[config.mk]
export PLATFORM = sky130hd
export DESIGN_NAME = fpga_bringup_sequencer
export DESIGN_NICKNAME = d
export VERILOG_FILES = /design/src/rtl/fpga_bringup_sequencer.sv
export SDC_FILE = /design/constraint.sdc
export NUM_CORES = 1
export LEC_CHECK = 0
export ABC_AREA = 1
export BUFFER_PORTS_ARGS = -buffer_cell sky130_fd_sc_hd__buf_2
export CAP_MARGIN = 20
export CORE_ASPECT_RATIO = 0.7
export CORE_MARGIN = 5
export CORE_UTILIZATION = 60
export CTS_CLUSTER_SIZE = 14
export DETAILED_ROUTE_END_ITERATION = 8
export GPL_ROUTABILITY_DRIVEN = 1
export PLACE_DENSITY = 0.95
export SYNTH_ARGS = -nofsm -noshare
export SYNTH_HDL_FRONTEND = slang
export SYNTH_SLANG_ARGS = --single-unit
[constraint.sdc]
create_clock -name clk_i -period 3.95 [get_ports clk_i]
set_input_delay 0.79 -clock clk_i [delete_from_list [all_inputs] [get_ports clk_i]]
set_output_delay 0.79 -clock clk_i [all_outputs]
set_load 0.02 [all_outputs]
[src/rtl/fpga_bringup_sequencer.sv]
// FPGA bring-up controller: holds x_heep_system in reset until the clock wizard is locked and the
// reset button is released. It then samples the boot straps at reset release and captures the exit result.
//
// state     | meaning
// WAIT_LOCK | reset asserted; waiting for lock with the button released
// HOLD      | reset asserted; counting HOLD_CYCLES
// RUN       | reset released; waiting for exit_valid_i
// DONE      | reset released; exit result captured and held
module fpga_bringup_sequencer #(
    parameter int unsigned DEBOUNCE_CYCLES      = 1000,
    parameter int unsigned HOLD_CYCLES          = 64,
    parameter bit          BTN_ACTIVE_HIGH      = 1'b1,
    parameter int unsigned CLK_LED_COUNT_LENGTH = 27
) (
    input  logic        clk_i,
    input  logic        rst_ni,
    input  logic        pll_locked_i,
    input  logic        btn_rst_i,
    input  logic        boot_select_i,
    input  logic        execute_from_flash_i,
    input  logic        exit_valid_i,
    input  logic [31:0] exit_value_i,
    output logic        sys_rst_no,
    output logic        boot_select_o,
    output logic        execute_from_flash_o,
    output logic        exit_valid_o,
    output logic [31:0] exit_value_o,
    output logic [1:0]  status_o,
    output logic        rst_led_o,
    output logic        clk_led_o
);

    typedef enum logic [1:0] {
        WAIT_LOCK = 2'b00,
        HOLD      = 2'b01,
        RUN       = 2'b10,
        DONE      = 2'b11
    } state_t;

    localparam int unsigned DB_W   = $clog2(DEBOUNCE_CYCLES);
    localparam int unsigned HOLD_W = $clog2(HOLD_CYCLES + 1);
    localparam int unsigned LED_W  = CLK_LED_COUNT_LENGTH;

    localparam logic [DB_W-1:0]   DB_LAST   = DB_W'(DEBOUNCE_CYCLES - 1);
    localparam logic [DB_W-1:0]   DB_ONE    = DB_W'(1);
    localparam logic [HOLD_W-1:0] HOLD_LAST = HOLD_W'(HOLD_CYCLES - 1);
    localparam logic [HOLD_W-1:0] HOLD_ONE  = HOLD_W'(1);
    localparam logic [LED_W-1:0]  LED_ONE   = LED_W'(1);
    localparam logic              BTN_IDLE  = ~BTN_ACTIVE_HIGH;

    logic [1:0]        lock_sync;
    logic [1:0]        btn_sync;
    logic [1:0]        boot_sync;
    logic [1:0]        flash_sync;
    logic [DB_W-1:0]   db_cnt;
    logic              btn_level;
    logic [HOLD_W-1:0] hold_cnt;
    logic [LED_W-1:0]  led_cnt;
    state_t            state_q;
    state_t            state_next;
    logic              abort;
    logic              hold_done;
    logic              exit_take;

    always_ff @(posedge clk_i or negedge rst_ni) begin
        if (!rst_ni) begin
            lock_sync  <= '0;
            btn_sync   <= '0;
            boot_sync  <= '0;
            flash_sync <= '0;
        end else begin
            lock_sync  <= {lock_sync[0], pll_locked_i};
            btn_sync   <= {btn_sync[0], btn_rst_i};
            boot_sync  <= {boot_sync[0], boot_select_i};
            flash_sync <= {flash_sync[0], execute_from_flash_i};
        end
    end

    // Accepted level only flips after DEBOUNCE_CYCLES consecutive differing samples.
    always_ff @(posedge clk_i or negedge rst_ni) begin
        if (!rst_ni) begin
            db_cnt    <= '0;
            btn_level <= BTN_IDLE;
        end else if (btn_sync[1] == btn_level) begin
            db_cnt <= '0;
        end else if (db_cnt == DB_LAST) begin
            db_cnt    <= '0;
            btn_level <= btn_sync[1];
        end else begin
            db_cnt <= db_cnt + DB_ONE;
        end
    end

    assign abort = !lock_sync[1] || (btn_level == BTN_ACTIVE_HIGH);

    always_comb begin
        state_next = state_q;
        hold_done  = 1'b0;
        exit_take  = 1'b0;
        if (abort) begin
            state_next = WAIT_LOCK;
        end else begin
            case (state_q)
                WAIT_LOCK: state_next = HOLD;
                HOLD: begin
                    if (hold_cnt == HOLD_LAST) begin
                        state_next = RUN;
                        hold_done  = 1'b1;
                    end
                end
                RUN: begin
                    if (exit_valid_i) begin
                        state_next = DONE;
                        exit_take  = 1'b1;
                    end
                end
                DONE:    state_next = DONE;
                default: state_next = WAIT_LOCK;
            endcase
        end
    end

    always_ff @(posedge clk_i or negedge rst_ni) begin
        if (!rst_ni) begin
            state_q              <= WAIT_LOCK;
            hold_cnt             <= '0;
            sys_rst_no           <= 1'b0;
            boot_select_o        <= 1'b0;
            execute_from_flash_o <= 1'b0;
            exit_valid_o         <= 1'b0;
            exit_value_o         <= '0;
        end else begin
            state_q    <= state_next;
            hold_cnt   <= (state_q == HOLD && state_next == HOLD) ? hold_cnt + HOLD_ONE : '0;
            sys_rst_no <= (state_next == RUN) || (state_next == DONE);
            // Exit capture is cleared on reset release so a stale result never survives a re-boot.
            if (hold_done) begin
                boot_select_o        <= boot_sync[1];
                execute_from_flash_o <= flash_sync[1];
                exit_valid_o         <= 1'b0;
                exit_value_o         <= '0;
            end else if (exit_take) begin
                exit_valid_o <= 1'b1;
                exit_value_o <= exit_value_i;
            end
        end
    end

    always_ff @(posedge clk_i or negedge rst_ni) begin
        if (!rst_ni) begin
            led_cnt <= '0;
        end else begin
            led_cnt <= led_cnt + LED_ONE;
        end
    end

    assign status_o  = state_q;
    assign rst_led_o = sys_rst_no;
    assign clk_led_o = led_cnt[LED_W-1];

endmodule
==> results.json, run 1 <==
{
  "run_status": "complete, no violations",
  "dieArea_um2": 8870,
  "dpl_cell_area_um2": 4630,
  "io_pins": 79,
  "clock-root-buffer": "clkbuf_8",
  "grt_pass1_vias": 3220,
  "arrival_ps": 2380,
  "worst-slew-pin-transition_ps": 722,
  "grt-ovfl-total": 0,
  "drtAntennaViolNets": 0,
  "numCtsBuffers": 9,
  "critical_path.max_stage_delay_ps": 600,
  "grt_pass1_wl_um": 15400,
  "crit_family": "simple AND/OR/NAND/NOR gates",
  "htree_levels": 3,
  "grt.total_usage_pct": 21.7,
  "hold_class": "input pin to asynchronous set/reset pin",
  "p_comb_share_pct": 3.4,
  "worstSetupStartpointType": "register",
  "final_area_um2": 4880,
  "fin_nets": 587,
  "switchingPower_uw": 368,
  "clk_pin_slew_ps": 90,
  "cts_buffer_depth": 2,
  "ys_types": 26,
  "cts.sinks": 91,
  "switching_share_pct": 21.6,
  "vias": 3379,
  "post_drt_wl_per_cell_um": 14.1,
  "crit_required_ps": 4260,
  "worstSetupPathType": "register to register",
  "ys_seq_area_share_pct": 53.8,
  "cts-resized-gates": 0,
  "critPathBufInv": 1,
  "dr.pass1.iters": 5,
  "fin_crit_sh_pct": 52.5,
  "tns_ps": 0,
  "grt_max_degree": 92,
  "drt_iter0_drc": 274,
  "clkPwrFrac_pct": 41.1,
  "synth.cell_area_um2": 4240,
  "synthCells": 465,
  "fin_crit_ps": 2070,
  "wirelength_um": 9050,
  "pre_cts_slack_ps": 1630,
  "powerDensity_nw_per_um2": 349,
  "p_int_uw": 1330,
  "place.gp.congestion": 0.869,
  "start_util_pct": 62.1,
  "setup.worst_path.end_class": "register",
  "fmax_mhz": 482,
  "slew_headroom_pct": 51.7,
  "final_core_util_pct": 71.5,
  "max_cap_violations": 0,
  "clkLatencyLatePin_ps": 370,
  "vdd_drop_max_mv": 0.208,
  "cp_max_fo": 33,
  "crit_top_cell": "nand2_1",
  "cts_tree": "done",
  "antenna_found_initial": 0,
  "crit_slowest_cell": "nand4_4",
  "coreArea_um2": 6820,
  "yosys_warnings": 0,
  "ys_ff_latch": 91,
  "synth_fp_nets": 507,
  "slew_violations": 0,
  "dp_hpwl_um": 6580,
  "vias_per_cell": 5.26,
  "leakagePower_uw": 0.00250,
  "n_antenna_cell": 0,
  "area_growth_pct": 15.1,
  "whs_ps": 273,
  "drive_above_1_share_pct": 25.5,
  "syn_area_per_cell_um2": 9.11,
  "die_w_um": 110,
  "setup_viol": 0,
  "portBuffers": 78,
  "p_seq_share_pct": 55.5,
  "clock_skew_ps": 12.1,
  "rsz0062_at_grt": "no",
  "cts_hold_buffers": 0,
  "drc": 0,
  "num_rows": 25,
  "hold_viol": 0,
  "fillCellCount": 479,
  "postCtsSetupRepairBufs": 0,
  "dieHeight_um": 80.3,
  "r2r_cells": 5,
  "cp_num_cells": 5,
  "path_cells": "nor2_4, nand4_4, inv_4, nand2_1, nand2_1",
  "setup_slack_ps": 1880
}
==> per-stage QoR <==
step	power [µW]	std cells
finish	1700	643
global route	1760	643
detailed placement	1020	627
floorplan	975	465
global placement	1020	627
CTS	1710	642
==> worst register-to-register path: stages (launching register included) <==
cell,delay (ps)
dfrtp_1,430
nor2_4,250
nand4_4,600
inv_4,530
nand2_1,120
nand2_1,90
==> layout make-up <==
class	count	area (µm²)	area share (%)
clock buffer	10	138	2.82
tap	94	118	2.41
clock inverter	5	85.1	1.74
multi-input combinational	331	1710	35.1
inverter	33	126	2.59
sequential	91	2280	46.7
timing repair buffer	79	420	8.62
==> synth_stat cells, drive strengths merged <==
cell / n / area [µm²]
nand3: 59 / 470
o21ai: 6 / 33.8
nor3: 2 / 10.0
a21oi: 1 / 5.00
xor2: 14 / 123
nand3b: 1 / 7.51
dfrtp: 91 / 2280
nand4: 3 / 33.8
ha: 3 / 37.5
nor2: 73 / 304
buf: 10 / 120
inv: 33 / 126
o21a: 2 / 15.0
xnor2: 8 / 70.1
nand2: 159 / 602
==> flip-flops by register name, summed over array words and instances (netlist names) <==
register / flops
flash_sync: 2
boot_sync: 2
execute_from_flash_o: 1
exit_valid_o: 1
hold_cnt: 7
lock_sync: 2
btn_level: 1
btn_sync: 2
exit_value_o: 32
status_o: 2
led_cnt: 27
db_cnt: 10
boot_select_o: 1
rst_led_o: 1
==> kinds of logic (layout without fill, tap and decap cells) <==
group / Yosys count / after routing / synth area share (%)
adder cells (fa/ha/maj): 3 / 3 / 0.886
XOR/XNOR: 22 / 22 / 4.55
flip-flops: 91 / 91 / 53.8
AND/OR/NAND/NOR: 297 / 297 / 33.7
buffers and inverters: 43 / 127 / 5.82
AO/OA/AOI/OAI: 9 / 9 / 1.27
==> final timing paths <==
path	start	to	slack (ps)
max	btn_level$_DFFE_PN0P_	exit_value_o[22]$_DFFE_PN0P_	1880
min	rst_ni	exit_value_o[20]$_DFFE_PN0P_	270
max reg2reg	btn_level$_DFFE_PN0P_	exit_value_o[22]$_DFFE_PN0P_	1880
min reg2reg	btn_sync[0]$_DFF_PN0_	btn_sync[1]$_DFF_PN0_	350
max in group asynchronous	rst_ni	led_cnt[22]$_DFF_PN0_	3040
min in group clk_i	btn_sync[0]$_DFF_PN0_	btn_sync[1]$_DFF_PN0_	350
==> routing by layer <==
metal  GRT usage, %  up-vias  share of wire, %
met5              0        -                 0
met4           7.13        0               1.6
met3           7.23       16               8.4
met2           35.5      138                46
met1           27.6     1617                44
li1               -     1608                 -
==> cell usage in the layout (no fill, tap or decap), drive strengths merged <==
cell	n
clkinvlp	1
nand3	59
nand4	3
bufinv	2
a21oi	1
xor2	14
dfrtp	91
ha	3
nor2	73
clkinv	1
nand3b	1
nor3	2
inv	34
buf	79
clkbuf	10
o21ai	6
nand2	159
xnor2	8
o21a	2
==> power groups by stage <==
stage	Combinational [µW]	Clock [µW]	Sequential, µW
2_1_floorplan	13.4	0	962
3_3_place_gp	54.8	0	962
3_5_place_dp	55.7	0	962
4_1_cts	55.9	713	944
5_1_grt	66.5	749	945
6_report	58.3	700	944
Note: power is estimated with default switching activity, not from simulation.
==> run 2: changes to the inputs <==
--- a/config.mk
+++ b/config.mk
@@ -5,16 +5,16 @@
 export SDC_FILE = /design/constraint.sdc
 export NUM_CORES = 1
 export LEC_CHECK = 0
-export ABC_AREA = 1
+export ABC_AREA = 0
 export BUFFER_PORTS_ARGS = -buffer_cell sky130_fd_sc_hd__buf_2
 export CAP_MARGIN = 20
 export CORE_ASPECT_RATIO = 0.7
 export CORE_MARGIN = 5
-export CORE_UTILIZATION = 60
+export CORE_UTILIZATION = 48
 export CTS_CLUSTER_SIZE = 14
 export DETAILED_ROUTE_END_ITERATION = 8
 export GPL_ROUTABILITY_DRIVEN = 1
-export PLACE_DENSITY = 0.95
+export PLACE_DENSITY = 0.85
 export SYNTH_ARGS = -nofsm -noshare
 export SYNTH_HDL_FRONTEND = slang
 export SYNTH_SLANG_ARGS = --single-unit
==> constraint.sdc (replaced) <==
create_clock -name clk_i -period 1.9 [get_ports clk_i]
set_input_delay 0.38 -clock clk_i [delete_from_list [all_inputs] [get_ports clk_i]]
set_output_delay 0.38 -clock clk_i [all_outputs]
set_load 0.02 [all_outputs]
==> run 2 against run 1 <==
  * Power up 96%
  * Register-to-register slack got worse by 1800 ps
  * Combinational power grew 89%
  * Worst setup slack worse by 1800 ps
  * Flip-flop and latch count is the same
  * Final cell count shrank 28%
  * Non-clock buffer count grew 4
  * Utilization shrank 12 points
  * Via count down 31%
  * Critical path depth stayed put
  * Clock power increased by 81%
  * Critical path type unchanged
  * Largest cell class unchanged
  * Largest power group unchanged
==> results.json, run 2 <==
{
  "ys_types": 36,
  "cts_buffer_depth": 2,
  "critPathBufInv": 0,
  "crit_slowest_cell": "or3_4",
  "p_comb_share_pct": 3.3,
  "fmax_mhz": 558,
  "fillCellCount": 551,
  "drt_iter0_drc": 147,
  "clkLatencyLatePin_ps": 360,
  "arrival_ps": 2030,
  "switching_share_pct": 24.7,
  "dr.pass1.iters": 4,
  "start_util_pct": 49.1,
  "largest_reg_flops": 32,
  "cts_hold_buffers": 0,
  "regMostFlops": "exit_value_o",
  "dieHeight_um": 82.2,
  "cts.sinks": 91,
  "drive_above_1_share_pct": 30.8,
  "num_rows": 26,
  "final_cells": 462,
  "clock_skew_ps": 17.1,
  "critical_path.max_stage_delay_ps": 420,
  "grt.total_usage_pct": 14.8,
  "max_cap_violations": 0,
  "cp_max_fo": 5,
  "hold_class": "input pin to asynchronous set/reset pin",
  "numCtsBuffers": 9,
  "cp_num_cells": 5,
  "clk_pin_slew_ps": 100,
  "hold_viol": 0,
  "wirelength_um": 6760,
  "drc": 0,
  "final_cell_mix": "91 x dfrtp_1, 77 x buf_2, 32 x a22o_1",
  "fin_crit_ps": 1790,
  "run_status": "complete, no violations",
  "yosys-top-cells-count": "91 x dfrtp_1, 32 x a22o_1, 28 x nor2_1",
  "ys_ff_latch": 91,
  "yosys.area.top_type_share_pct": 63.7,
  "vias": 2332,
  "rsz0062_at_grt": "no",
  "worstSetupStartpointType": "register",
  "vias_per_cell": 5.05,
  "synth_ff_type": "dfrtp_1",
  "crit_required_ps": 2140,
  "setup.worst_path.end_class": "register",
  "yosysTopAreaCell": "dfrtp_1",
  "p_seq_share_pct": 58.7,
  "io_pins": 79,
  "htree_levels": 3,
  "fin_crit_sh_pct": 94.3,
  "fin_nets": 401,
  "dp_hpwl_um": 4880,
  "tns_ps": 0,
  "clock-root-buffer": "clkbuf_8",
  "syn_area_per_cell_um2": 13.1,
  "slew_headroom_pct": 60.6,
  "dp_cells": 446,
  "synth_edf_count": 0,
  "ys_seq_area_share_pct": 63.7,
  "crit_family": "simple AND/OR/NAND/NOR gates",
  "leakagePower_uw": 0.00225,
  "n_antenna_cell": 0,
  "total_power_uw": 3340,
  "final_core_util_pct": 59.4,
  "synth.cell_area_um2": 3580,
  "drtAntennaViolNets": 0,
  "grt-ovfl-total": 0,
  "dieArea_um2": 9310,
  "worstSetupPathType": "register to register",
  "place.gp.congestion": 0.811,
  "clkPwrFrac_pct": 38.0,
  "p_int_uw": 2520,
  "synth_fp_nets": 316,
  "post_drt_wl_per_cell_um": 14.6,
  "grt_pass1_wl_um": 10900,
  "whs_ps": 7.87,
  "area_growth_pct": 21.0,
  "grt_max_degree": 49,
  "slew_violations": 0,
  "die_w_um": 113,
  "setup_viol": 0,
  "switchingPower_uw": 824,
  "coreArea_um2": 7290,
  "path_cells": "ha_2, nand3_2, or3_4, nor3_4, mux2_1",
  "final_common_cell": "dfrtp_1",
  "vdd_drop_max_mv": 0.441,
  "r2r_cells": 5,
  "reg_top3": "exit_value_o: 32 flops, led_cnt: 27 flops, db_cnt: 10 flops",
  "grt_pass1_vias": 2216,
  "portBuffers": 78,
  "synthTopCellsByArea": "dfrtp_1 64%, a22o_1 7.8%, xnor2_1 5.9%",
  "synthArstFlopShare_pct": 100,
  "synthCells": 274,
  "worst-slew-pin-transition_ps": 590,
  "antenna_found_initial": 0,
  "powerDensity_nw_per_um2": 773,
  "yosysMostFrequentCell": "dfrtp_1",
  "cts_tree": "done",
  "yosys_warnings": 0
}
[run 2: changes by cell type after synthesis, moves of 5 or more]
cell / delta
nor2_1: -37
nor2_2: -6
nand2_1: -145
buf_6: -6
nand3_1: -14
inv_1: -26
nand3_2: -29
xnor2_1: +16
buf_2: +6
nand4_1: +5
o21ai_0: -5
a22o_1: +32
[run 2: cells by family after synthesis]
logic type / after synthesis / share of synthesized area [%]
mux: 3 / 1.05
xor+xnor: 38 / 9.30
fa+ha+maj: 3 / 1.05
buf+inv: 14 / 1.89
compound gates: 35 / 8.46
flops: 91 / 63.7
simple gates: 90 / 14.6
[run 2: power by group through the flow]
stage	clock [µW]	sequential, µW	combinational (µW)
final	1270	1960	110
after global routing	1400	1960	127
after CTS	1310	1960	114
after detailed placement	0	2000	113
after global placement	0	2000	110
after floorplan	0	2000	23.4
[run 2: final timing paths]
path                                         from                                to  slack [ps]
max                         hold_cnt[0]$_DFF_PN0_  execute_from_flash_o$_DFFE_PN0P_         110
min                                        rst_ni      exit_value_o[31]$_DFFE_PN0P_           8
max reg2reg                 hold_cnt[0]$_DFF_PN0_  execute_from_flash_o$_DFFE_PN0P_         110
min reg2reg                boot_sync[0]$_DFF_PN0_            boot_sync[1]$_DFF_PN0_         360
max in group asynchronous                  rst_ni             led_cnt[11]$_DFF_PN0_        1280
min in group clk_i                   pll_locked_i            lock_sync[0]$_DFF_PN0_         120
[run 2: repair_timing]
item / 4_1_cts / 5_1_grt
gates resized for setup: 0 / 1
setup buffers: 0 / 0
setup endpoints to repair: 0 / 2
[run 2: per-stage QoR]
step                setup slack (ps)  area, µm²
floorplan                        173       3580
global placement                 127       4130
detailed placement              31.9       4130
CTS                             16.5       4330
global route                    23.1       4330
finish                           109       4330
[run 2: final cells by class]
type                       instances  area, µm²  share of cell area, %
clock buffer                       9        124                   2.86
clock inverter                     7       76.3                   1.76
inverter                           5       18.8                  0.434
multi-input combinational        169       1240                   28.7
sequential                        91       2280                   52.6
tap                               98        123                   2.83
timing repair buffer              83        468                   10.8
[run 2: per-layer routing]
layer	track usage, %	vias up	routed length (µm)
li1	-	1128	-
met1	20.6	1112	3260
met2	22.4	88	2880
met3	4.81	4	595
met4	4.68	0	35
met5	0	-	0
